File: src/rtl/matrix_frame_loader.sv
// matrix_frame_loader
//
// Upstream stage of the matrix control unit. It takes one operation frame as a
// byte stream: opcode, msize, 25 bytes of matrix 1 and 25 bytes of matrix 2.
// Each part is packed into a 200-bit word and written to the shared operand
// memory at word 0 (instruction), word 1 (matrix 1) and word 2 (matrix 2).
// After the writes it gives up the memory port and pulses cu_start to the
// control unit. It then waits for a fresh rising edge on cu_ready before it
// accepts the next frame.
//
// Ports:
//   clk        system clock
//   rst        asynchronous, active-low reset
//   in_valid   byte available on in_data
//   in_data    stream byte
//   in_ready   loader accepts a byte this cycle
//   mem_grant  loader owns the memory port (control unit owns it when low)
//   mem_addr   memory word address
//   mem_data   memory write data (zero when not writing)
//   mem_wren   memory write enable
//   cu_start   start request to the control unit, held START_HOLD cycles
//   cu_ready   control unit result-ready, asynchronous to clk
//   busy       frame in progress
//   done       one-cycle pulse at end of frame
//   err        sticky error flag (bad instruction or cu_ready timeout)

module matrix_frame_loader #(
    parameter int N_ELEM     = 25,
    parameter int ELEM_W     = 8,
    parameter int START_HOLD = 4,
    parameter int TIMEOUT    = 4096
) (
    input  logic                       clk,
    input  logic                       rst,
    input  logic                       in_valid,
    input  logic [7:0]                 in_data,
    output logic                       in_ready,
    output logic                       mem_grant,
    output logic [1:0]                 mem_addr,
    output logic [N_ELEM*ELEM_W-1:0]   mem_data,
    output logic                       mem_wren,
    output logic                       cu_start,
    input  logic                       cu_ready,
    output logic                       busy,
    output logic                       done,
    output logic                       err
);

    localparam int WORD_W = N_ELEM * ELEM_W;
    localparam int HOLD_W = $clog2(START_HOLD + 1);
    localparam int WAIT_W = $clog2(TIMEOUT + 1);

    typedef enum logic [3:0] {
        S_IDLE,
        S_RX_INSTR,
        S_WR_INSTR,
        S_RX_M1,
        S_WR_M1,
        S_RX_M2,
        S_WR_M2,
        S_DRAIN,
        S_START,
        S_WAIT,
        S_DONE
    } state_t;

    state_t              state_q, state_d;
    logic [WORD_W-1:0]   asm_q, asm_d;
    logic [5:0]          byte_cnt_q, byte_cnt_d;
    logic [HOLD_W-1:0]   hold_cnt_q, hold_cnt_d;
    logic [WAIT_W-1:0]   wait_cnt_q, wait_cnt_d;
    logic                err_q, err_d;
    logic                started_q, started_d;
    logic                rdy_meta_q, rdy_meta_d;
    logic                rdy_sync_q, rdy_sync_d;
    logic                rdy_prev_q, rdy_prev_d;

    logic rx_state;
    logic accept;
    logic first_accept;
    logic instr_bad;
    logic ready_edge;
    logic wait_expired;
    logic entering;

    // Byte-accepting states; DRAIN accepts but discards.
    assign rx_state = (state_q == S_RX_INSTR) || (state_q == S_RX_M1) ||
                      (state_q == S_RX_M2)    || (state_q == S_DRAIN);
    assign accept       = rx_state && in_valid;
    assign first_accept = (state_q == S_RX_INSTR) && in_valid && (byte_cnt_q == 6'd0);

    // Instruction word is {.., opcode, msize}.
    assign instr_bad = (asm_q[15:8] > 8'd6) || (asm_q[7:0] > 8'd3);

    // prev tracks sync continuously, so a cu_ready that is already high when
    // WAIT is entered produces no edge; only a fresh 0->1 transition counts.
    assign ready_edge   = rdy_sync_q && !rdy_prev_q;
    assign wait_expired = (wait_cnt_q == WAIT_W'(TIMEOUT - 1));

    // ------------------------------------------------------------------
    // State register
    // ------------------------------------------------------------------
    always_ff @(posedge clk or negedge rst) begin
        if (!rst) begin
            state_q    <= S_IDLE;
            asm_q      <= '0;
            byte_cnt_q <= '0;
            hold_cnt_q <= '0;
            wait_cnt_q <= '0;
            err_q      <= 1'b0;
            started_q  <= 1'b0;
            rdy_meta_q <= 1'b0;
            rdy_sync_q <= 1'b0;
            rdy_prev_q <= 1'b0;
        end else begin
            state_q    <= state_d;
            asm_q      <= asm_d;
            byte_cnt_q <= byte_cnt_d;
            hold_cnt_q <= hold_cnt_d;
            wait_cnt_q <= wait_cnt_d;
            err_q      <= err_d;
            started_q  <= started_d;
            rdy_meta_q <= rdy_meta_d;
            rdy_sync_q <= rdy_sync_d;
            rdy_prev_q <= rdy_prev_d;
        end
    end

    // ------------------------------------------------------------------
    // Next-state logic
    // ------------------------------------------------------------------
    always_comb begin
        state_d = state_q;
        case (state_q)
            S_IDLE:     state_d = S_RX_INSTR;
            S_RX_INSTR: if (accept && byte_cnt_q == 6'd1) state_d = S_WR_INSTR;
            S_WR_INSTR: state_d = instr_bad ? S_DRAIN : S_RX_M1;
            S_RX_M1:    if (accept && byte_cnt_q == 6'(N_ELEM - 1)) state_d = S_WR_M1;
            S_WR_M1:    state_d = S_RX_M2;
            S_RX_M2:    if (accept && byte_cnt_q == 6'(N_ELEM - 1)) state_d = S_WR_M2;
            S_WR_M2:    state_d = S_START;
            S_DRAIN:    if (accept && byte_cnt_q == 6'(2 * N_ELEM - 1)) state_d = S_DONE;
            S_START:    if (hold_cnt_q == HOLD_W'(START_HOLD - 1)) state_d = S_WAIT;
            S_WAIT:     if (ready_edge || wait_expired) state_d = S_DONE;
            S_DONE:     state_d = S_IDLE;
            default:    state_d = S_IDLE;
        endcase
    end

    // ------------------------------------------------------------------
    // Datapath: counters, assembly register, flags, synchroniser
    // ------------------------------------------------------------------
    always_comb begin
        entering = (state_d != state_q);

        // Byte counter restarts on every state entry and never wraps.
        byte_cnt_d = byte_cnt_q;
        if (entering)
            byte_cnt_d = '0;
        else if (accept)
            byte_cnt_d = byte_cnt_q + 6'd1;

        // Shift first, then clear on entry to a receive state. The last byte
        // of a word moves to a WR_* state, so it is shifted, never cleared.
        asm_d = asm_q;
        if (accept && state_q != S_DRAIN)
            asm_d = {asm_q[WORD_W-9:0], in_data};
        if (entering && (state_d == S_RX_INSTR || state_d == S_RX_M1 || state_d == S_RX_M2))
            asm_d = '0;

        hold_cnt_d = (state_q == S_START) ? hold_cnt_q + HOLD_W'(1) : '0;
        wait_cnt_d = (state_q == S_WAIT)  ? wait_cnt_q + WAIT_W'(1) : '0;

        err_d = err_q;
        if (first_accept)
            err_d = 1'b0;
        if (state_q == S_WR_INSTR && instr_bad)
            err_d = 1'b1;
        if (state_q == S_WAIT && !ready_edge && wait_expired)
            err_d = 1'b1;

        started_d = started_q;
        if (first_accept)
            started_d = 1'b1;
        if (state_q == S_DONE)
            started_d = 1'b0;

        rdy_meta_d = cu_ready;
        rdy_sync_d = rdy_meta_q;
        rdy_prev_d = rdy_sync_q;
    end

    // ------------------------------------------------------------------
    // Outputs
    // ------------------------------------------------------------------
    always_comb begin
        in_ready = 1'b0;
        mem_wren = 1'b0;
        mem_addr = 2'd0;
        cu_start = 1'b0;
        done     = 1'b0;
        case (state_q)
            S_RX_INSTR, S_RX_M1, S_RX_M2, S_DRAIN: in_ready = 1'b1;
            S_WR_INSTR: begin
                mem_wren = !instr_bad;
                mem_addr = 2'd0;
            end
            S_WR_M1: begin
                mem_wren = 1'b1;
                mem_addr = 2'd1;
            end
            S_WR_M2: begin
                mem_wren = 1'b1;
                mem_addr = 2'd2;
            end
            S_START: cu_start = 1'b1;
            S_DONE:  done     = 1'b1;
            default: ;
        endcase

        // busy and grant rise in the cycle the first byte is accepted.
        busy      = (started_q || first_accept) && (state_q != S_DONE);
        mem_grant = busy && (state_q != S_START) && (state_q != S_WAIT);
        mem_data  = mem_wren ? asm_q : '0;
        err       = err_q;
    end

endmodule

File: config.mk
export PLATFORM = sky130hd
export DESIGN_NAME = matrix_frame_loader
export DESIGN_NICKNAME = d
export VERILOG_FILES = /design/src/rtl/matrix_frame_loader.sv
export SDC_FILE = /design/constraint.sdc
export NUM_CORES = 1
export LEC_CHECK = 0
export BUFFER_PORTS_ARGS = -buffer_cell sky130_fd_sc_hd__buf_4
export CORE_MARGIN = 4
export CORE_UTILIZATION = 50
export CTS_BUF_LIST = sky130_fd_sc_hd__clkbuf_8
export DETAILED_ROUTE_END_ITERATION = 10
export PLACE_DENSITY = 0.72
export SETUP_SLACK_MARGIN = 0.2
export SYNTH_ARGS = -nofsm -noshare
export SYNTH_HDL_FRONTEND = slang
export SYNTH_SLANG_ARGS = --single-unit
File: constraint.sdc
create_clock -name clk -period 2.4 [get_ports clk]
set_clock_uncertainty 0.15 [all_clocks]
set_input_delay 0.48 -clock clk [delete_from_list [all_inputs] [get_ports clk]]
set_output_delay 0.48 -clock clk [all_outputs]
set_load 0.01 [all_outputs]
==> reports/metrics.cfg, run 1 <==
[clock_tree]
cts-buffers-inserted = 39
tritoncts = yes
cts.reportedPaths.clkPinSlew_ps = 60
htreeDepth = 2
insertion_delay_ps = 530
cts_max_path_buffers = 3
clock_tree.root_cell = clkbuf_8
clkSinkCount = 231

[yosys]
synth_top_family_by_area = simple AND/OR/NAND/NOR gates
synth_enable_flop_cells = 0
synth-simple-area-share_pct = 22.4
synth_top_area_share_pct = 45.1
yosysWarnings = 0
synthTopCellsByArea = dfrtp_1, nor3b_2, mux2i_1
syn_nets = 1109
ys_async_sr_fraction_pct = 100
ys_seq_elements = 231
ys_seq_area_share_pct = 45.1
yosys.area_share.adder_pct = 0.586
syn_area_mm2 = 0.0128
synth_mux_area_share_pct = 15.7
synth_top_area_cell = dfrtp_1
synth_flop_cell = dfrtp_1
synth_xor_area_share_pct = 1.03
syn_area_per_cell_um2 = 11.7
synth_compound_area_share_pct = 9.64
synthCells = 1091
yosysUniqueCellTypes = 49

[timing]
fin_crit_sh_pct = 134
layout_setup_ws_ps = -806
tns_ps = -143970
maxSlewViolCount = 0
finalSetupViolCount = 206
fin_crit_ps = 3210
max_freq_ghz = 0.312
worst_pin_slew_ps = 867
slew_headroom_pct = 40.7
rsz0062_at_grt = yes
hold_viol_final = 0

[finish]
final_cell_mix = buf_4, dfrtp_1, a21oi_1
layout.cells.non_filler = 1773
final_common_cell = buf_4
fillers = 1648
nets = 1438
n_antenna_cell = 0
area_growth_pct = 40.8
layout-drive-gt1-share_pct = 49.3
finalCoreUtilization_pct = 71.7

[setup_path]
max_stage_delay_ps = 550
path_cells = or4_4, nor2_4, a31oi_4, buf_12, buf_12, nor3b_2, buf_4
critical-path-top-delay-family = simple AND/OR/NAND/NOR gates
cp-start-kind = flop
crit_type = flop to output port
worst_setup_path_end_kind = output port
path_max_fanout = 12
crit_required_ps = 1770
critical_path_arrival_ps = 2580
crit_top_cell = buf_12
path_buf_inv = 3
worst_path_max_delay_cell = or4_4

[run_status]
violations = setup timing
status = complete, but fails checks

[drt]
dr_total_vias = 10300
vias_per_cell = 5.80
drt-total-wl_um = 37800
wl_per_cell_um = 21.3
antenna_left = 0
dr.pass1.iters = 5
drt_iter0_markers = 810
drc_errors = 0

[floorplan]
start_util_pct = 50.9
die-height_um = 168
die_w_um = 168
fp.dieArea_mm2 = 0.0283
pin_count = 221
num_rows = 58
core_mm2 = 0.0252

[global_route]
grt-ovfl-total = 0
use_met1_pct = 32.9
grt_pass1_wl_um = 55700
grt_max_degree = 121
track_usage_pct = 23.9
grt_use_met3_pct = 4.60
grt_pass1_vias = 9967
grtUsageMet2_pct = 38.3
antenna_found_initial = 0
grt_busiest_layer = met2

[placement]
place.gp.congestion = 0.880
pre_cts_slack_ps = -303
io_buffers = 220
dp_cells = 1624
hpwl_um = 22600

[job]
maxCapViolCount = 0

[pwr]
cellLeakagePower_nw = 8.21
ir_drop_mv = 0.725
powerDensity_mw_per_mm2 = 969

[hold_path]
holdCritPathClass = input pin to flop

==> per-layer routing <==
layer | vias up | part of all wire, % | wire (um)
li1 | 4628 | - | -
met2 | 394 | 49 | 18300
met3 | 81 | 6.1 | 2320
met5 | - | 0 | 0
met4 | 0 | 3.0 | 1150
met1 | 5175 | 42 | 16000
==> worst paths after layout <==
check                           start             to  slack [ps]  cells past startpoint
setup reg to reg           state_q[3]            err        -330                     15
max in group asynchronous         rst     asm_q[173]        1060                      3
hold reg to reg            rdy_meta_q     rdy_prev_d         220                      0
hold / removal             in_data[1]       asm_q[1]          80                      3
setup / recovery            asm_q[14]  mem_data[122]        -810                      7
min in group asynchronous         rst     asm_q[156]         360                      2
==> kinds of logic after synthesis <==
kind of cell	Yosys count
mux	201
buf+inv	129
flops	231
simple gates	277
compound gates	232
xor+xnor	15
fa+ha+maj	6
==> registers in the layout, summed over array words and instances (netlist names) <==
name	cells
rdy_prev_d	1
state_q	4
rdy_meta_q	1
byte_cnt_q	6
started_q	1
asm_q	200
hold_cnt_q	3
rdy_prev_q	1
wait_cnt_q	13
err	1
==> stage by stage <==
step	hold WS [ps]	total power, mW	cell area, um2
after CTS	51.1	16.1	17000
after global routing	78.0	18.2	18000
after global placement	183	11.6	15600
final	81.0	17.5	18000
after detailed placement	185	11.7	15600
after floorplan	34.4	9.45	13000
==> worst register-to-register path, stage by stage (launching register included) <==
cell and delay, ps:
dfrtp_2 440, buf_6 120, buf_6 110, nand2b_4 150
inv_4 60, nand4_1 150, buf_4 190, buf_4 120
buf_4 120, buf_4 120, buf_4 120, buf_4 120
buf_4 130, buf_4 120, buf_4 120, a221o_1 280
==> power by group <==
| part | total [mW] | leakage, nW | internal [mW] | switching (mW) |
|---|---|---|---|---|
| Combinational | 9.01 | 4.59 | 3.99 | 5.02 |
| Clock | 3.63 | 0.447 | 2.05 | 1.58 |
| Sequential | 4.85 | 3.17 | 4.37 | 0.478 |
==> synthesized netlist by cell type, types with 2 or more instances <==
cell type  count
mux2i_1      201
ha_1           6
nor4bb_1       2
xor2_1         5
o21ai_0        4
nor2b_1        2
and2_1         3
nand2_1       11
buf_1          7
or4_1          2
a21oi_1      204
buf_2         58
nor3b_2      189
a31oi_1        4
inv_1         14
nor2_1        23
dfrtp_1      231
buf_6         19
nor3_1         7
a221o_1        2
xnor2_1       10
nor4_1         2
nand2b_1       3
and4b_1        2
nor3b_1       11
nand3_1        5
a211oi_1       8
buf_4          2
clkbuf_1      29
nand4_1        6
==> layout make-up <==
type / count / area, um2 / area share [%]
Timing Repair Buffer: 403 / 4080 / 22.6
Sequential cell: 231 / 5790 / 32.1
Multi-Input combinational cell: 731 / 6910 / 38.3
Tap cell: 330 / 413 / 2.29
Inverter: 14 / 62.6 / 0.347
Clock buffer: 53 / 729 / 4.04
Clock inverter: 11 / 68.8 / 0.381
==> what timing repair did <==
item                                    CTS  global route
cloned                                    2            18
resized for setup                        52           100
hold buffers                              2             0
hold endpoints to repair                 57             0
pin swaps                                 5            17
endpoints found under the setup margin  342           404
buffers inserted                         34            29
(Power assumes the default switching activity.)
==> run 2: changes to the inputs <==
Settings changed: CORE_UTILIZATION 50 to 40, PLACE_DENSITY 0.72 to not set.
==> reports/metrics.cfg, run 2 (synthesized netlist as in run 1, its figures left out) <==
[run_status]
status = complete, but fails checks
violations = setup timing

[setup_path]
crit_top_cell = buf_12
r2r_slack_ps = -140
path_max_fanout = 10
max_stage_delay_ps = 550
worst_setup_path_end_kind = output port
cp-startpoint = asm_q[14]
crit_cells = 8
path_cells = or4_4, nor2_4, a31oi_4, buf_12, buf_12, buf_12, nor3b_2, buf_4
worst_path_max_delay_cell = or4_4
crit_type = flop to output port
critical-path-top-delay-family = simple AND/OR/NAND/NOR gates
crit_required_ps = 1770
path_buf_inv = 4
ff2ff_path_depth = 12
cp-start-kind = flop
worstSetupEndpoint = mem_data[47]
reg2reg_to = err
critical_path_arrival_ps = 2630
r2r-start = byte_cnt_q[4]

[clock_tree]
clkSinkCount = 231
cts_max_path_buffers = 3
htreeDepth = 2
clock_tree.root_cell = clkbuf_8
cts-buffers-inserted = 42
cts.reportedPaths.clkPinSlew_ps = 60
insertion_delay_ps = 550
tritoncts = yes

[pwr]
p_int_mw = 10.2
powerDensity_mw_per_mm2 = 965
ir_drop_mv = 0.580
cellLeakagePower_nw = 8.32
p_sw_share_pct = 41.1
p_switching_mw = 7.13
p_seq_share_pct = 27.7
p_clk_share_pct = 20.8
comb_power_share_pct = 51.5

[finish]
largest_reg_flops = 200
final_cell_mix = buf_4, dfrtp_1, a21oi_1
final_area_mm2 = 0.0180
top_register = asm_q
area_growth_pct = 40.4
seqCellArea_mm2 = 0.00579
layout-drive-gt1-share_pct = 47.3
n_antenna_cell = 0
largestRegisters = asm_q (200), wait_cnt_q (13), byte_cnt_q (6)
fillers = 2629
nets = 1406
finalCoreUtilization_pct = 57.0
multi_input_area_mm2 = 0.00695
layout.cells.non_filler = 1815
final_common_cell = buf_4

[floorplan]
num_rows = 65
start_util_pct = 40.6
die_w_um = 187
pin_count = 221
core_mm2 = 0.0316
die-height_um = 187
fp.dieArea_mm2 = 0.0350

[timing]
hold_viol_final = 0
worst_pin_slew_ps = 851
maxSlewViolCount = 0
worst_hold_slack_ps = 67.2
slew_headroom_pct = 41.8
finalSetupViolCount = 204
fin_crit_ps = 3260
layout_setup_ws_ps = -857
fin_crit_sh_pct = 136
max_freq_ghz = 0.307
rsz0062_at_grt = yes

[hold_path]
hold_path.startpoint = in_data[0]
holdCritPathClass = input pin to flop
holdPathStages = 3

[placement]
dp_cells = 1678
placed_area_mm2 = 0.0155
pre_cts_slack_ps = -358
io_buffers = 220
hpwl_um = 23300
place.gp.congestion = 0.831

[drt]
dr_total_vias = 9756
dr.pass1.iters = 6
antenna_left = 0
wl_per_cell_um = 20.8
drt-total-wl_um = 37800
vias_per_cell = 5.38
drt_iter0_markers = 486
drc_errors = 0

[global_route]
antenna_found_initial = 1
grt_pass1_wl_um = 58200
grt-ovfl-total = 0
grt_max_degree = 120
grt_pass1_vias = 10100
track_usage_pct = 20.1

[job]
maxCapViolCount = 0

-- run 2: worst min path at each step --
stage,endpoint,slack [ps]
after global placement,rdy_prev_q,210
final,asm_q[0],70
after global routing,asm_q[1],80
after CTS,asm_q[1],50
after detailed placement,rdy_prev_q,220
after floorplan,asm_q[0],30
-- run 2: layer usage --
metal | track usage (%) | vias up | share of wire [%] | routed length [um]
met1 | 27.7 | 4877 | 45 | 16800
li1 | - | 4568 | - | -
met5 | 0 | - | 0.032 | 12
met2 | 33.0 | 257 | 48 | 18300
met3 | 3.86 | 52 | 4.9 | 1850
met4 | 5.32 | 2 | 2.1 | 787
-- run 2: timing repair --
item                       CTS  global route
hold buffers                 2             0
hold endpoints to repair    53             0
setup endpoints to repair  347           413
gates resized for setup     57           124
pin swaps                   32            87
cloned                       9            10
setup buffers               29            18
-- run 2: through the flow --
stage	power [mW]	TNS, ps
2_1_floorplan	9.45	0
3_3_place_gp	11.4	-50340
3_5_place_dp	11.5	-52370
4_1_cts	16.3	-154890
5_1_grt	18.2	-172480
6_report	17.4	-158530
-- run 2: final cells by class --
cell class,instances,share of cell area (%)
clock inverters,17,0.473
repair buffers,368,21.6
flip-flops and latches,231,32.2
well taps,402,2.80
multi-input cells,731,38.6
clock buffers,52,3.98
inverters,14,0.320
-- run 2: power groups by stage --
stage,Combinational (mW),Clock [mW],Sequential (mW)
after global routing,9.45,3.86,4.87
after global placement,6.58,0,4.87
final,8.94,3.60,4.81
after detailed placement,6.65,0,4.87
after CTS,7.80,3.70,4.81
after floorplan,4.76,0,4.68
-- run 2: worst reg2reg max path: cells and delay by family, from the launching register on --
| kind | cells | cell delay [ps] |
|---|---|---|
| buf+inv | 9 | 990 |
| simple gates | 2 | 510 |
| flops | 1 | 450 |
| compound gates | 1 | 310 |
